$ cat src/rtl/vga_timing_gen.sv
// Parametrised VGA/VESA sync generator: hsync/vsync, blank_n, scaled pixel coordinates and line/frame strobes.
// Define VGA_TIMING_PIPE_EN to add one pix_ce-qualified output register stage (all outputs lag by one pix_ce).
module vga_timing_gen #(
    parameter int H_ACTIVE = 640,
    parameter int H_FRONT  = 16,
    parameter int H_SYNC   = 96,
    parameter int H_BACK   = 48,
    parameter int V_ACTIVE = 480,
    parameter int V_FRONT  = 10,
    parameter int V_SYNC   = 2,
    parameter int V_BACK   = 33,
    parameter bit H_POL    = 1'b0,
    parameter bit V_POL    = 1'b0,
    parameter int SCALE_X  = 1,
    parameter int SCALE_Y  = 1,
    parameter int CNT_W    = 11,
    parameter int POS_W    = 10
) (
    input  logic             clk,
    input  logic             rst_n,
    input  logic             pix_ce,
    output logic             h_sync,
    output logic             v_sync,
    output logic             blank_n,
    output logic [POS_W-1:0] pos_x,
    output logic [POS_W-1:0] pos_y,
    output logic             line_start,
    output logic             frame_start
);
    localparam int H_TOTAL = H_ACTIVE + H_FRONT + H_SYNC + H_BACK;
    localparam int V_TOTAL = V_ACTIVE + V_FRONT + V_SYNC + V_BACK;
    localparam int HS_BEG  = H_ACTIVE + H_FRONT;
    localparam int HS_END  = HS_BEG + H_SYNC;
    localparam int VS_BEG  = V_ACTIVE + V_FRONT;
    localparam int VS_END  = VS_BEG + V_SYNC;
    localparam int SXW     = (SCALE_X > 1) ? $clog2(SCALE_X) : 1;
    localparam int SYW     = (SCALE_Y > 1) ? $clog2(SCALE_Y) : 1;

    // r_run stays low after reset so the first pix_ce lands on (0,0) rather than (1,0)
    logic             r_run;
    logic [CNT_W-1:0] r_h_cnt, r_v_cnt, w_h_nxt, w_v_nxt;
    logic [SXW-1:0]   r_x_sub, w_x_sub_nxt;
    logic [SYW-1:0]   r_y_sub, w_y_sub_nxt;
    logic [POS_W-1:0] r_x, r_y, w_x_nxt, w_y_nxt;
    logic             w_h_act, w_v_act, w_line;
    logic             w_hs, w_vs, w_bn, w_ls, w_fs;
    logic [POS_W-1:0] w_px, w_py;
    logic             r_hs, r_vs, r_bn, r_ls, r_fs;
    logic [POS_W-1:0] r_px, r_py;

    always_comb begin
        w_h_nxt = '0;
        w_v_nxt = '0;
        if (r_run) begin
            if (r_h_cnt == CNT_W'(H_TOTAL - 1)) begin
                w_h_nxt = '0;
                w_v_nxt = (r_v_cnt == CNT_W'(V_TOTAL - 1)) ? '0 : r_v_cnt + CNT_W'(1);
            end else begin
                w_h_nxt = r_h_cnt + CNT_W'(1);
                w_v_nxt = r_v_cnt;
            end
        end
    end

    always_comb begin
        w_h_act     = (w_h_nxt < CNT_W'(H_ACTIVE));
        w_v_act     = (w_v_nxt < CNT_W'(V_ACTIVE));
        w_line      = (w_h_nxt == '0);
        w_x_sub_nxt = '0;
        w_x_nxt     = '0;
        if (!w_line && w_h_act) begin
            if (r_x_sub == SXW'(SCALE_X - 1)) begin
                w_x_sub_nxt = '0;
                w_x_nxt     = r_x + POS_W'(1);
            end else begin
                w_x_sub_nxt = r_x_sub + SXW'(1);
                w_x_nxt     = r_x;
            end
        end
        // y scaler only moves at line boundaries
        w_y_sub_nxt = r_y_sub;
        w_y_nxt     = r_y;
        if (w_line) begin
            if (w_v_nxt == '0 || !w_v_act) begin
                w_y_sub_nxt = '0;
                w_y_nxt     = '0;
            end else if (r_y_sub == SYW'(SCALE_Y - 1)) begin
                w_y_sub_nxt = '0;
                w_y_nxt     = r_y + POS_W'(1);
            end else begin
                w_y_sub_nxt = r_y_sub + SYW'(1);
            end
        end
    end

    always_comb begin
        w_hs = (w_h_nxt >= CNT_W'(HS_BEG) && w_h_nxt < CNT_W'(HS_END)) ? H_POL : ~H_POL;
        w_vs = (w_v_nxt >= CNT_W'(VS_BEG) && w_v_nxt < CNT_W'(VS_END)) ? V_POL : ~V_POL;
        w_bn = w_h_act && w_v_act;
        w_px = w_bn ? w_x_nxt : '0;
        w_py = w_bn ? w_y_nxt : '0;
        w_ls = w_line;
        w_fs = w_line && (w_v_nxt == '0);
    end

    always_ff @(posedge clk or negedge rst_n) begin
        if (!rst_n) begin
            r_run   <= 1'b0;
            r_h_cnt <= '0;
            r_v_cnt <= '0;
            r_x_sub <= '0;
            r_y_sub <= '0;
            r_x     <= '0;
            r_y     <= '0;
            r_hs    <= ~H_POL;
            r_vs    <= ~V_POL;
            r_bn    <= 1'b0;
            r_px    <= '0;
            r_py    <= '0;
            r_ls    <= 1'b0;
            r_fs    <= 1'b0;
        end else if (pix_ce) begin
            r_run   <= 1'b1;
            r_h_cnt <= w_h_nxt;
            r_v_cnt <= w_v_nxt;
            r_x_sub <= w_x_sub_nxt;
            r_y_sub <= w_y_sub_nxt;
            r_x     <= w_x_nxt;
            r_y     <= w_y_nxt;
            r_hs    <= w_hs;
            r_vs    <= w_vs;
            r_bn    <= w_bn;
            r_px    <= w_px;
            r_py    <= w_py;
            r_ls    <= w_ls;
            r_fs    <= w_fs;
        end
    end

`ifdef VGA_TIMING_PIPE_EN
    logic             r_p_hs, r_p_vs, r_p_bn, r_p_ls, r_p_fs;
    logic [POS_W-1:0] r_p_px, r_p_py;

    always_ff @(posedge clk or negedge rst_n) begin
        if (!rst_n) begin
            r_p_hs <= ~H_POL;
            r_p_vs <= ~V_POL;
            r_p_bn <= 1'b0;
            r_p_px <= '0;
            r_p_py <= '0;
            r_p_ls <= 1'b0;
            r_p_fs <= 1'b0;
        end else if (pix_ce) begin
            r_p_hs <= r_hs;
            r_p_vs <= r_vs;
            r_p_bn <= r_bn;
            r_p_px <= r_px;
            r_p_py <= r_py;
            r_p_ls <= r_ls;
            r_p_fs <= r_fs;
        end
    end

    assign h_sync      = r_p_hs;
    assign v_sync      = r_p_vs;
    assign blank_n     = r_p_bn;
    assign pos_x       = r_p_px;
    assign pos_y       = r_p_py;
    assign line_start  = r_p_ls;
    assign frame_start = r_p_fs;
`else
    assign h_sync      = r_hs;
    assign v_sync      = r_vs;
    assign blank_n     = r_bn;
    assign pos_x       = r_px;
    assign pos_y       = r_py;
    assign line_start  = r_ls;
    assign frame_start = r_fs;
`endif
endmodule
$ cat config.mk
export PLATFORM = sky130hd
export DESIGN_NAME = vga_timing_gen
export DESIGN_NICKNAME = d
export VERILOG_FILES = /design/src/rtl/vga_timing_gen.sv
export SDC_FILE = /design/constraint.sdc
export NUM_CORES = 1
export LEC_CHECK = 0
export ABC_AREA = 1
export ABC_CLOCK_PERIOD_IN_PS = 2700
export BUFFER_PORTS_ARGS = -buffer_cell sky130_fd_sc_hd__buf_2
export CAP_MARGIN = 5
export CORE_MARGIN = 4
export CORE_UTILIZATION = 61
export CTS_CLUSTER_SIZE = 40
export DETAILED_ROUTE_END_ITERATION = 8
export GPL_TIMING_DRIVEN = 0
export PLACE_DENSITY = 0.82
export SKIP_CTS_REPAIR_TIMING = 1
export SKIP_LAST_GASP = 1
export SYNTH_ARGS = -nofsm -noshare
export SYNTH_HDL_FRONTEND = slang
export SYNTH_SLANG_ARGS = --single-unit
$ cat constraint.sdc
create_clock -name clk -period 2.7 [get_ports clk]
set_input_delay 0.27 -clock clk [delete_from_list [all_inputs] [get_ports clk]]
set_output_delay 0.27 -clock clk [all_outputs]
set_load 0.02 [all_outputs]
==> metrics.md <==
| Metric | Value |
|---|---|
| # rows | 29 |
| CP max-delay cell | dfrtp_1 |
| # port buffers | 26 |
| Critical Path Start | r_h_cnt[1] |
| Worst Setup Start Kind | register |
| Drt pass-1 iters | 5 |
| Post-Layout Cell Count | ~690 |
| # diodes | 0 |
| Synthesis-to-finish area growth | 12.0% |
| Delay-heaviest family, CP | simple AND/OR/NAND/NOR gates |
| Vias per cell | 5.49 |
| Unrepaired setup endpoints after global routing | no |
| Most common cell on crit path | nand2_2 |
| Syn_area_per_cell | slightly below 7 um2 |
| Fraction of layout cells with a size suffix above 1 | 0.122 |
| Final instance area | between 4000 and 5000 um2 |
| P_leak | ~2.3 nW |
| Top FF cell, synth | dfrtp_1 |
| Reg clk slew, reported paths | 0.08 ns |
| Synth warn | 0 |
| Die area | between 7000 and 8000 um2 |
| Status | finished clean |
| Post-synth EDFFs | 0 |
| # setup viols final | 0 |
| Min cycle time layout | 2.47 ns |
| Synth Register Bits | 68 |
| Via Count | around 3800 |
| Later-pin clock latency in the skew report | ~0.35 ns |
| Power density cells | slightly below 700 nW/um2 |
| Final WL | ~9.7 mm |
| Die H | 88.7 um |
| H-tree levels | 3 |
| Period utilisation layout | 0.914 |
| Most area-consuming cells after synthesis | dfrtp_1 (42%), nand2_1 (20%), nand3_1 (8.4%) |
| Routed wire per std cell | around 14 um |
| Max Fclk | between 400 and 500 MHz |
| CTS tree | built |
| ANT nets after route | 0 |
| Slew margin rel. | 0.433 |
| Remaining DRCs | 0 |
| Critical path depth in cells | 17 |
| Final Net Count | ~600 |
| Chip width | a little under 90 um |
| Largest fanout on the critical path | 10 |
| Placer congestion estimate | approximately 0.90 |
| WHS | between 0.02 and 0.025 ns |
| Initial core utilization | 0.626 |
| HPWL after DPL | between 6 and 7 mm |
| Final hold vios | 0 |
| Initial antenna violation count | 0 |
| Residual overflow from global routing | 0 |
| First-pass GRT wire length | 16.6 mm |
| TritonCTS Buffers | 9 |
| Cells along the critical path | ha_1 > nand2_2 > nor2_4 > nand2_2 > nor2_2 > buf_4 > nor2_4 > nand2_2 > nand2_1 > nor2_1 > nand2_1 > nor2_2 > buf_6 > nand2_2 > buf_6 > nand3_1 > nand2_1 |
| Register area share after synthesis | 0.429 |
| Max_cap viols | 0 |
| Critical Path End Type | register |
| Pre-CTS WS | -0.00355 ns |
| Placed cells | slightly below 700 |
| Cells after synthesis | ~570 |
| Synth async-reset ratio | 1.00 |
| # IOs | 28 |
| Fillers | between 500 and 600 |
| Slew @ Worst Pin | about 0.85 ns |
| Mapped Nets | 579 |
| Number of global-route vias before repair | around 3700 |
| Worst Path Buf+Inv | 3 |
| Top-area cell type share of the netlist area | 0.415 |
| CTS Root Cell | clkbuf_8 |
| Pwr Total | 3.09 mW |
| Dpl cell area | ~4200 um2 |
| Core Box Area | roughly 6300 um2 |
| Final WS setup | around 0.23 ns |
| Tot GR Track Use | 0.272 |
| Pin count of the biggest net entering global routing | a little under 70 |
| Drt initial violations | about 230 |
| Setup TNS | 0 ns |
| Worst Path Arrival | 2.71 ns |
| R2R cell count | 17 |
| Final Util | 0.701 |
| Crit Path Class | reg -> reg |
| Min-delay worst type | in -> async |
| Largest area contributor in the netlist | dfrtp_1 |
| FF-to-FF Start | r_h_cnt[1] |
| Mapped Area | between 3000 and 4000 um2 |
| Largest stage delay on the critical path | roughly 0.39 ns |
| Synth cell types | 35 |
| Final Slew Violations | 0 |
| CTS sink count | 68 |
| Clock skew | roughly 0.0095 ns |
| Peak supply drop | 0.565 mV |
| Req. time, crit path | 2.94 ns |
| Worst-case clock buffer depth | 2 |
[layout make-up]
cell class,count,area [um2],area share
multi-input cells,419,1940,0.435
flip-flops and latches,68,1710,0.383
inverters,64,240,0.0539
repair buffers,28,148,0.0331
clock buffers,9,124,0.0278
plain buffers,20,105,0.0236
clock inverters,7,100,0.0225
well taps,77,96.3,0.0216
[cell families after synthesis]
kind of cell	Yosys count	synth area share
AND/OR/NAND/NOR	354	0.383
buffers and inverters	84	0.0859
flip-flops	68	0.429
AO/OA/AOI/OAI	53	0.0711
XOR/XNOR	6	0.0132
adder cells (fa/ha/maj)	5	0.0157
multiplexers	1	0.00252
[layer usage]
layer / track usage / routed length [um] / vias to the layer above
met5: 0 / 0 / -
met4: 0.132 / 228 / 0
met3: 0.0456 / 591 / 23
met2: 0.435 / 4560 / 122
met1: 0.358 / 4310 / 1761
li1: - / - / 1891
[cells in the final DEF (no fill, tap or decap), types with 2 or more instances in the layout]
cell type / n
inv_1: 55
nand4_1: 10
clkinv_4: 3
clkbuf_8: 9
dfstp_2: 2
buf_4: 4
o21ai_0: 31
nand3b_1: 3
inv_2: 5
buf_6: 3
or2_2: 2
clkbuf_1: 10
nor2_2: 3
nor3_1: 4
nor2_4: 5
clkinv_1: 4
nand3_1: 67
nor2_1: 40
nor4_1: 2
buf_2: 28
nand2_2: 4
dfrtp_1: 65
nand2_1: 212
buf_1: 3
xor2_1: 5
bufinv_16: 2
ha_1: 5
o21ai_1: 16
[sequential cells by signal, summed over array words and instances, names as in the netlist, 10 cells and up]
| name | cells |
|---|---|
| r_h_cnt | 11 |
| r_v_cnt | 11 |
| pos_x | 10 |
| pos_y | 10 |
| r_x | 10 |
| r_y | 10 |
[where the power goes]
part           switching [mW]  leakage, nW  total (mW)  internal, mW
Combinational           0.540         1.29       0.810         0.269
Clock                   0.437        0.114       0.963         0.526
Sequential              0.148        0.903        1.31          1.17
[synth_stat cells (2+ instances only)]
library cell and number:
dfrtp_1 66, nand3b_1 3, xor2_1 5, clkinv_1 4, dfstp_2 2, nor2_1 40, o21ai_0 31, nor3_1 4
nand2_2 4, nor4_1 2, nor2_2 4, buf_1 3, nand3_1 67, inv_2 5, buf_6 2, buf_4 2
nand2_1 212, ha_1 5, o21ai_1 16, inv_1 55, or2_2 2, nand4_1 10, buf_2 3, clkbuf_1 10
nor2_4 4
[final timing paths]
path,slack [ns],to
min reg2reg,0.48,pos_y[5]
min,0.02,r_h_cnt[4]
max in group asynchronous,2.10,r_h_cnt[0]
max,0.23,r_y[5]
max reg2reg,0.23,r_y[5]
min in group clk,0.33,h_sync
Power figures use the tool's default switching activity.
